**config.mk**
```make
export PLATFORM = sky130hd
export DESIGN_NAME = systolic_feeder
export DESIGN_NICKNAME = d
export VERILOG_FILES = /design/src/rtl/systolic_feeder.sv
export SDC_FILE = /design/constraint.sdc
export NUM_CORES = 1
export LEC_CHECK = 0
export CAP_MARGIN = 20
export CORE_MARGIN = 4
export CORE_UTILIZATION = 35
export CTS_CLUSTER_DIAMETER = 80
export DETAILED_ROUTE_END_ITERATION = 8
export PLACE_DENSITY = 0.72
export SLEW_MARGIN = 20
export SYNTH_ARGS = -nofsm -noshare
export SYNTH_HDL_FRONTEND = slang
export SYNTH_SLANG_ARGS = --single-unit
```
**constraint.sdc**
```tcl
create_clock -name clk -period 2.1 [get_ports clk]
set_clock_uncertainty 0.2 [all_clocks]
set_input_delay 0.315 -clock clk [delete_from_list [all_inputs] [get_ports clk]]
set_output_delay 0.315 -clock clk [all_outputs]
set_load 0.02 [all_outputs]
```
**src/rtl/systolic_feeder.sv**
```systemverilog
// Input skew stage for the 2-row Givens QR systolic array.
// Accepts one 4-word row per cycle over valid/ready. Lane j (0-based) is
// delayed j*SKEW cycles behind lane 0, which gives the array its diagonal
// wavefront. After the last row of a matrix, the feeder shifts in zero rows
// until lane 3 has drained. It also raises a start pulse with the first word
// and a done pulse with the last word.
module systolic_feeder #(
   parameter int W    = 32,
   parameter int ROWS = 4,
   parameter int SKEW = 1
) (
   input  logic         clk,
   input  logic         rst,
   input  logic         in_valid,
   output logic         in_ready,
   input  logic [W-1:0] in_row0,
   input  logic [W-1:0] in_row1,
   input  logic [W-1:0] in_row2,
   input  logic [W-1:0] in_row3,
   output logic         start,
   output logic [W-1:0] x01,
   output logic [W-1:0] x02,
   output logic [W-1:0] x03,
   output logic [W-1:0] x04,
   output logic         busy,
   output logic         done
);

   localparam int RCW = $clog2(ROWS + 1);
   localparam int DCW = $clog2(3 * SKEW + 1);

   localparam logic [RCW-1:0] ROW_LAST  = RCW'(ROWS - 1);
   localparam logic [DCW-1:0] DRAIN_PRE = DCW'(3 * SKEW - 1);
   localparam logic [DCW-1:0] DRAIN_MAX = DCW'(3 * SKEW);

   typedef enum logic [1:0] {
      S_IDLE  = 2'd0,
      S_FEED  = 2'd1,
      S_DRAIN = 2'd2
   } state_t;

   state_t          r_state;
   state_t          w_next;
   logic [RCW-1:0]  r_row_cnt;
   logic [DCW-1:0]  r_drain_cnt;
   logic            r_start;
   logic            r_done;
   logic            r_busy;
   logic            w_accept;
   logic            w_idle_entry;
   logic [W-1:0]    w_in   [4];
   logic [W-1:0]    w_tail [4];

   // A row enters only in IDLE or FEED. Reset blocks entry in the same cycle.
   assign in_ready     = !rst && (r_state != S_DRAIN);
   assign w_accept     = in_valid && in_ready;
   assign w_idle_entry = (r_state != S_IDLE) && (w_next == S_IDLE);

   assign w_in[0] = in_row0;
   assign w_in[1] = in_row1;
   assign w_in[2] = in_row2;
   assign w_in[3] = in_row3;

   // Per-lane shift lines. Lane j holds 1 + j*SKEW words. The head register
   // takes the accepted word, or zero when no row is accepted (a bubble or a
   // drain cycle), so the array sees a Givens identity in that slot.
   for (genvar j = 0; j < 4; j++) begin : g_lane
      localparam int LEN = 1 + j * SKEW;

      logic [W-1:0] r_sr [LEN];
      logic [W-1:0] w_head;

      assign w_head = w_accept ? w_in[j] : '0;

      // Shift the lane by one stage every cycle.
      always_ff @(posedge clk) begin
         if (rst) begin
            // NOTE: these are discrete flops on the array's input path, not a RAM.
            // They must be reset so that no stale word reaches the array after rst.
            for (int i = 0; i < LEN; i++) r_sr[i] <= '0;
         end else begin
            r_sr[0] <= w_head;
            for (int i = 1; i < LEN; i++) r_sr[i] <= r_sr[i-1];
         end
      end

      assign w_tail[j] = r_sr[LEN-1];
   end

   assign x01   = w_tail[0];
   assign x02   = w_tail[1];
   assign x03   = w_tail[2];
   assign x04   = w_tail[3];
   assign start = r_start;
   assign done  = r_done;
   assign busy  = r_busy;

   // Next-state logic: leave IDLE on the first accept. Leave FEED on the accept
   // that completes the matrix. Leave DRAIN on the edge that ends the done cycle.
   always_comb begin
      // NOTE: the default assignment comes first, so every path assigns w_next and no latch is inferred.
      w_next = r_state;
      unique case (r_state)
         S_IDLE: begin
            if (w_accept) w_next = (ROWS == 1) ? S_DRAIN : S_FEED;
         end
         S_FEED: begin
            if (w_accept && (r_row_cnt == ROW_LAST)) w_next = S_DRAIN;
         end
         S_DRAIN: begin
            if (r_done) w_next = S_IDLE;
         end
         default: w_next = S_IDLE;
      endcase
   end

   // State, counters and registered control pulses.
   always_ff @(posedge clk) begin
      if (rst) begin
         r_state     <= S_IDLE;
         r_row_cnt   <= '0;
         r_drain_cnt <= '0;
         r_start     <= 1'b0;
         r_done      <= 1'b0;
         r_busy      <= 1'b0;
      end else begin
         // NOTE: non-blocking assignments. Every register here samples the pre-edge values of the others.
         r_state <= w_next;
         r_start <= (r_state == S_IDLE) && w_accept;
         // The drain counter reads 3*SKEW-1 in the cycle before lane 3 shows the last word.
         r_done  <= (r_state == S_DRAIN) && (r_drain_cnt == DRAIN_PRE);
         r_busy  <= (w_next != S_IDLE);

         if (w_idle_entry) begin
            r_row_cnt <= '0;
         end else if (w_accept) begin
            r_row_cnt <= (r_state == S_IDLE) ? RCW'(1) : r_row_cnt + RCW'(1);
         end

         if (w_idle_entry) begin
            r_drain_cnt <= '0;
         end else if ((r_state == S_DRAIN) && (r_drain_cnt != DRAIN_MAX)) begin
            r_drain_cnt <= r_drain_cnt + DCW'(1);
         end
      end
   end

endmodule

```
==> out/qor.csv <==
stage,metric,value,unit
route,first_iter_violations,259,
logic_synthesis,synth_top_area_frac,0.691,
clock_tree,clk_pin_slew,0.06,ns
placed_design,place.detailed.hpwl,12600,microns
worst_setup_path,crit_buf_inv,1,
logic_synthesis,yosys_warnings,0,
placed_design,io_buffers,262,
outcome,result_of_the_run,finished clean,
clock_tree,post_cts_hold_buffer_count,0,
global_route,wire_length_of_the_first_global_routing_pass,30300,microns
logic_synthesis,post_synth_inst_count,801,
pwr,power_density,1040,nW/um^2
timing,hold_viol,0,
floorplan,initial_utilization,0.355,
logic_synthesis,syn-cell-area,9560,sq um
route,drt-pass1-iter-count,4,
worst_setup_path,setup.reg_to_reg.worst_slack,0.31,ns
hold_path,hold_class,in -> reg,
floorplan,pin_count,263,
worst_setup_path,critical_path.max_stage_delay,0.64,ns
logic_synthesis,post-synth-top-area-cell,sky130_fd_sc_hd__dfxtp_1,
logic_synthesis,synth_top_cells_by_area,"sky130_fd_sc_hd__dfxtp_1 (69%), sky130_fd_sc_hd__nor2b_1 (13%), sky130_fd_sc_hd__and3_1 (8.4%)",
floorplan,die_area,30000,sq um
cells_and_area,fin_nets,1129,
clock_tree,tritoncts.num_buffers,35,
cells_and_area,syn2layout_area_growth,39.1,%
logic_synthesis,post_synth.cell_area_avg,11.9,sq um
route,routed_wire_length_per_instance,14.1,microns
global_route,pin_count_of_the_biggest_net_entering_global_routing,158,
worst_setup_path,cp.arrival,1.49,ns
route,via_count,5626,
floorplan,die_x,173,microns
logic_synthesis,mappedNetlistNets,936,
global_route,grt_usage,0.124,
logic_synthesis,synth-seq-cells,330,
clock_tree,cts.sinks,330,
timing,finalCritPeriodShare,0.957,
timing,tightest_slew,0.682,ns
clock_tree,insertion_delay,0.49,ns
worst_setup_path,reg2reg_from,r_state[0],
floorplan,placeableCoreArea,27000,sq um
hold_path,origin_of_the_worst_min_delay_path,rst,
timing,max-slew-margin-rel,0.545,
worst_setup_path,crit_fanout,3,
worst_setup_path,crit_chain,clkdlybuf4s50_1,
worst_setup_path,worst_setup_path_startpoint,done,
route,met3RoutedLength,1430,microns
worst_setup_path,cp_delay_by_family_top,buffers and inverters,
floorplan,die_height,173,microns
worst_setup_path,timing_worst_setup_path_type,reg -> out,
cells_and_area,drive_above_1_share,0.0735,
worst_setup_path,worstSetupEndpointType,output pin,
worst_setup_path,critical_path_required,1.58,ns
global_route,antenna_violations_before_repair,0,
cells_and_area,fin_cells,1361,
route,ant_nets,0,
timing,fmax,498,MHz
clock_tree,clock_tree.root_cell,sky130_fd_sc_hd__clkbuf_16,
timing,post-route-min-period,2.01,ns
worst_setup_path,start_kind,register,
worst_setup_path,ff2ff_path_depth,4,
clock_tree,cts-htree-levels,2,
timing,setup_viol,0,
placed_design,placed_cells,1298,
route,avgViaCountPerCell,4.13,
placed_design,gp_congestion,0.759,
cells_and_area,layout_commonest_cell,sky130_fd_sc_hd__dfxtp_1,
timing,final_max_slew_viol_count,0,
pwr,power_leakage,5.59,nW
route,detailed_route_wire_length_on_metal_1,7800,microns
logic_synthesis,netlist-cell-type-count,26,
timing,grt_setup_unrepaired,no,
pwr,vdd_drop_max,0.540,mV
timing,final.setup.tns,0,ns
cells_and_area,final_cell_mix,"sky130_fd_sc_hd__dfxtp_1 (330), sky130_fd_sc_hd__clkdlybuf4s50_1 (260), sky130_fd_sc_hd__nor2b_1 (193)",
route,route.final.wire_length,19100,microns
hold_path,hold_depth,4,
route,highest_layer,met4,
logic_synthesis,sequential_share_of_the_synthesized_area,0.691,
run,drv_cap,0,
clock_tree,clock_tree.buffer_depth,3,
cells_and_area,final_core_util,0.494,
global_route,grt.overflow.total,0,
route,detailroute.wirelength.met2,9180,microns
clock_tree,cts_tree,yes,
worst_setup_path,critical-path-slowest-cell,sky130_fd_sc_hd__clkdlybuf4s50_1,
route,drc,0,
floorplan,std_cell_rows,60,
global_route,first_global_vias,5726,
cells_and_area,antennaDiodeCount,0,
worst_setup_path,timing.rr.end,g_lane[3].r_sr[0][28],
hold_path,worst_hold_path.endpoint,r_row_cnt[0],
-- cells by family after synthesis --
group                    after synthesis  share of synthesized area
flip-flops                           330                      0.691
XOR/XNOR                               1                   0.000916
buffers and inverters                117                     0.0739
AND/OR/NAND/NOR                      338                      0.222
adder cells (fa/ha/maj)                4                    0.00523
AO/OA/AOI/OAI                         11                    0.00707
-- what timing repair did --
| action | 4_1_cts | 5_1_grt |
|---|---|---|
| cloned | 0 | 0 |
| resized for setup | 1 | 1 |
| endpoints found under the setup margin | 1 | 1 |
| buffers inserted | 0 | 0 |
-- metrics by stage --
stage | power [mW] | area [sq um] | hold slack [ns] | worst slack, ns
global placement | 7.31 | 12000 | 0.214 | 0.134
CTS | 14.0 | 13300 | 0.00457 | 0.0502
global route | 14.3 | 13300 | 0.0666 | 0.0203
finish | 13.8 | 13300 | 0.0277 | 0.0909
detailed placement | 7.32 | 12000 | 0.220 | 0.0811
floorplan | 6.93 | 9560 | 0.214 | 0.601
-- worst max path at each step --
stage	depth (start not counted)	slack [ns]	endpoint
2_1_floorplan	3	0.60	in_ready
3_3_place_gp	5	0.13	r_row_cnt[1]
3_5_place_dp	5	0.08	r_row_cnt[2]
4_1_cts	1	0.05	done
5_1_grt	1	0.02	done
6_report	1	0.09	done
-- worst min-delay path: cells and delay by family --
family / cells / cell delay, ns
compound gates: 2 / 0.18
buf+inv: 1 / 0.11
simple gates: 1 / 0.06
-- flip-flops by register name, indices dropped and copies added (netlist names) --
signal and flops:
busy 1, done 1, g_lane.r_sr 320, r_drain_cnt 2, r_row_cnt 3, r_state 2
start 1
-- synth_stat cells --
master and count:
sky130_fd_sc_hd__nor2_1 4, sky130_fd_sc_hd__a211oi_1 1, sky130_fd_sc_hd__or2_2 1, sky130_fd_sc_hd__and3_1 128, sky130_fd_sc_hd__nor2b_1 193, sky130_fd_sc_hd__a21oi_2 1, sky130_fd_sc_hd__a21oi_1 3, sky130_fd_sc_hd__or3b_1 1
sky130_fd_sc_hd__nor3_1 1, sky130_fd_sc_hd__nand3_1 2, sky130_fd_sc_hd__nand4b_1 1, sky130_fd_sc_hd__a311oi_1 1, sky130_fd_sc_hd__nor2b_4 1, sky130_fd_sc_hd__buf_2 13, sky130_fd_sc_hd__nand3b_1 1, sky130_fd_sc_hd__inv_1 2
sky130_fd_sc_hd__ha_1 4, sky130_fd_sc_hd__xnor2_1 1, sky130_fd_sc_hd__o21bai_1 1, sky130_fd_sc_hd__dfxtp_1 330, sky130_fd_sc_hd__o21ai_0 4, sky130_fd_sc_hd__nor3b_2 1, sky130_fd_sc_hd__nor3b_1 1, sky130_fd_sc_hd__clkbuf_1 35
sky130_fd_sc_hd__buf_4 67, sky130_fd_sc_hd__nand2b_1 3
-- where the power goes --
part | switching [mW] | total [mW] | internal (mW) | leakage [nW]
clock | 2.39 | 6.60 | 4.21 | 0.631
sequential | 0.0393 | 6.48 | 6.44 | 2.69
combinational | 0.272 | 0.691 | 0.419 | 2.27
total | 2.71 | 13.8 | 11.1 | 5.59
-- layout make-up --
class                           instances  area, sq um
Clock inverter                         16          244
Multi-Input combinational cell        354         2260
Fill cell                            2350        13600
Tap cell                              341          427
Inverter                                2         7.51
Clock buffer                           47         1030
Sequential cell                       330         6610
Timing Repair Buffer                  271         2730
-- metal layers --
| layer | GRT usage | vias up |
|---|---|---|
| met5 | 0 | - |
| met4 | 0.0539 | 0 |
| met3 | 0.0441 | 47 |
| met2 | 0.218 | 184 |
| met1 | 0.135 | 2528 |
| li1 | - | 2867 |
Power figures use the tool's default switching activity.
==> patch, RTL diff (same settings) <==
The parameter `W` goes from 32 to 64.
--- a/src/rtl/systolic_feeder.sv
+++ b/src/rtl/systolic_feeder.sv
@@ -5,7 +5,7 @@
 // until lane 3 has drained. It also raises a start pulse with the first word
 // and a done pulse with the last word.
 module systolic_feeder #(
-   parameter int W    = 32,
+   parameter int W    = 64,
    parameter int ROWS = 4,
    parameter int SKEW = 1
 ) (
Ports: changed (8 resized); port bits go from 263 to 519. No check against the original RTL was run, so the function may have changed too.
==> patch against the unedited design <==
- worst setup slack worse by 0.040 ns
- final area grew 97%
- synthesized cell count rose by 94%
- wire length rose by 120%
- sequential share of layout area rose by 0.059 points
- non-clock buffer count up 272
- sequential cell count grew 320
- total power increased by 96%
- utilization rose by 0.24 points
- area after synthesis up 95%
- critical path depth unchanged
- highest routed layer is now met5
==> patch: results (changes against the unedited design) <==
Clocking
  – Post-cts gate resize count: 53 (was 1)
  – Clock Pin Slew Worst Setup and Hold Paths: 0.06 ns (about the same)
  – CTS Buf Count: 68 (was 35)
  – CTS Hold Bufs: 1 (was 0)
  – Htree depth: 3 (was 2)
  – Post-CTS Setup Bufs: 0 (unchanged)
  – Clock Latency Late Sink: 0.59 ns (was 0.49 ns)

Critical path
  – Worst EP arrival: 1.53 ns (was 1.49 ns)
  – Critical path startpoint: g_lane[3].r_sr[3][9] (was done)
  – CP top delay family: buffers and inverters (unchanged)
  – Crit Path Max Fanout: 1 (was 3)
  – Slowest-stage cell, CP: clkdlybuf4s50_1 (unchanged)
  – Reg-to-Reg Start: r_state[0] (unchanged)
  – CP peak stage delay: 0.65 ns

Global route
  – Initial antenna violation count: 9 (was 0)
  – Pin count of the biggest net entering global routing: 169 (was 158)
  – Global Route Usage Sum: 0.142 (was 0.124)
  – First-pass GRT wire length: 63.4 mm (was 30.3 mm)

Yosys
  – Prevailing post-synth register cell: dfxtp_1 (unchanged)
  – Synth cell types: 30 (was 26)
  – Yosys warns: 0 (unchanged)
  – Post-synth top cells: dfxtp_1 (650), nor2b_1 (385), and3_1 (256) (was dfxtp_1 (330), nor2b_1 (193), and3_1 (128))
  – Top post-synthesis cells by area: dfxtp_1 (70%), nor2b_1 (13%), and3_1 (8.6%) (was dfxtp_1 (69%), nor2b_1 (13%), and3_1 (8.4%))
  – Synthesized instance count: 1555 (was 801)
  – Register area share after synthesis: 0.696 (was 0.691)
  – Mapped Nets: 1818 (was 936)

Routing
  – Routed via count: 11200 (was 5626)
  – Drt first-iter violations: 379 (was 259)
  – Drt wl/cell: 15.6 um (was 14.1 um)

Placed design
  – # port buffers: 518 (was 262)
  – Gpl congestion: 0.861 (was 0.759)
  – DP Wirelength: 29.5 mm (was 12.6 mm)
  – Placed Instances: 2556 (was 1298)
  – Pre-CTS setup slack: 0.137 ns (was 0.0811 ns)

STA
  – Worst slew pin tran: 0.876 ns (was 0.682 ns)

Outcome
  – Status: completed (unchanged)

Final layout
  – Final #Nets: 2202 (was 1129)
  – Layout cells sized above 1: 0.0742 (was 0.0735)
  – Top Registers: g_lane.r_sr: 640 flops, r_row_cnt: 3 flops (was g_lane.r_sr: 320 flops, r_row_cnt: 3 flops)
  – Post-route insts no fill: 2685 (was 1361)

Power
  – Leakage: 11.7 nW (was 5.59 nW)
  – Peak supply drop: 0.761 mV (was 0.540 mV)

Job
  – Max-cap violations: 0 (unchanged)

Min path
  – Hold_sp: in_row2[17] (was rst)
## patch: routing by layer
metal  global-route usage  routed length (um)  share of wire
met3               0.0590                3800          0.091
met5                    0                  81         0.0019
met1                0.165               17100           0.41
met4               0.0614                1420          0.034
met2                0.231               19500           0.47
## patch: area by class of cell
| class | count | area [sq um] |
|---|---|---|
| Antenna cell | 3 | 7.51 |
| Clock buffer | 93 | 1970 |
| Clock inverter | 32 | 519 |
| Fill cell | 4585 | 26600 |
| Inverter | 2 | 7.51 |
| Multi-Input combinational cell | 674 | 4260 |
| Sequential cell | 650 | 13000 |
| Tap cell | 688 | 861 |
| Timing Repair Buffer | 543 | 5540 |
## patch: path summary, 6_finish.rpt
| check | cells after the start | slack, ns | to |
|---|---|---|---|
| max | 1 | 0.05 | x04[9] |
| min | 2 | 0.08 | g_lane[2].r_sr[0][17] |
| max reg2reg | 5 | 0.45 | r_row_cnt[0] |
| min reg2reg | 1 | 0.21 | g_lane[3].r_sr[3][57] |
## patch: stage by stage
step | power (W) | area, sq um
finish | 0.0269 | 26200
floorplan | 0.0136 | 18700
CTS | 0.0273 | 26100
detailed placement | 0.0144 | 23700
global placement | 0.0144 | 23700
global route | 0.0280 | 26200
## patch: cell families (layout without fill, tap and decap cells)
kind of cell             count (synthesis)  count (layout)  share of synthesized area
AO/OA/AOI/OAI                           11              11                    0.00362
flip-flops                             650             650                      0.696
XOR/XNOR                                 1               1                   0.000469
other                                    0               3                          0
AND/OR/NAND/NOR                        658             658                      0.221
adder cells (fa/ha/maj)                  4               4                    0.00268
buffers and inverters                  231             670                     0.0764
## patch: power by group
| group | switching [W] | total [W] | internal [W] |
|---|---|---|---|
| registers | 0.0000810 | 0.0128 | 0.0127 |
| clock network | 0.00489 | 0.0128 | 0.00792 |
| logic | 0.000550 | 0.00137 | 0.000821 |
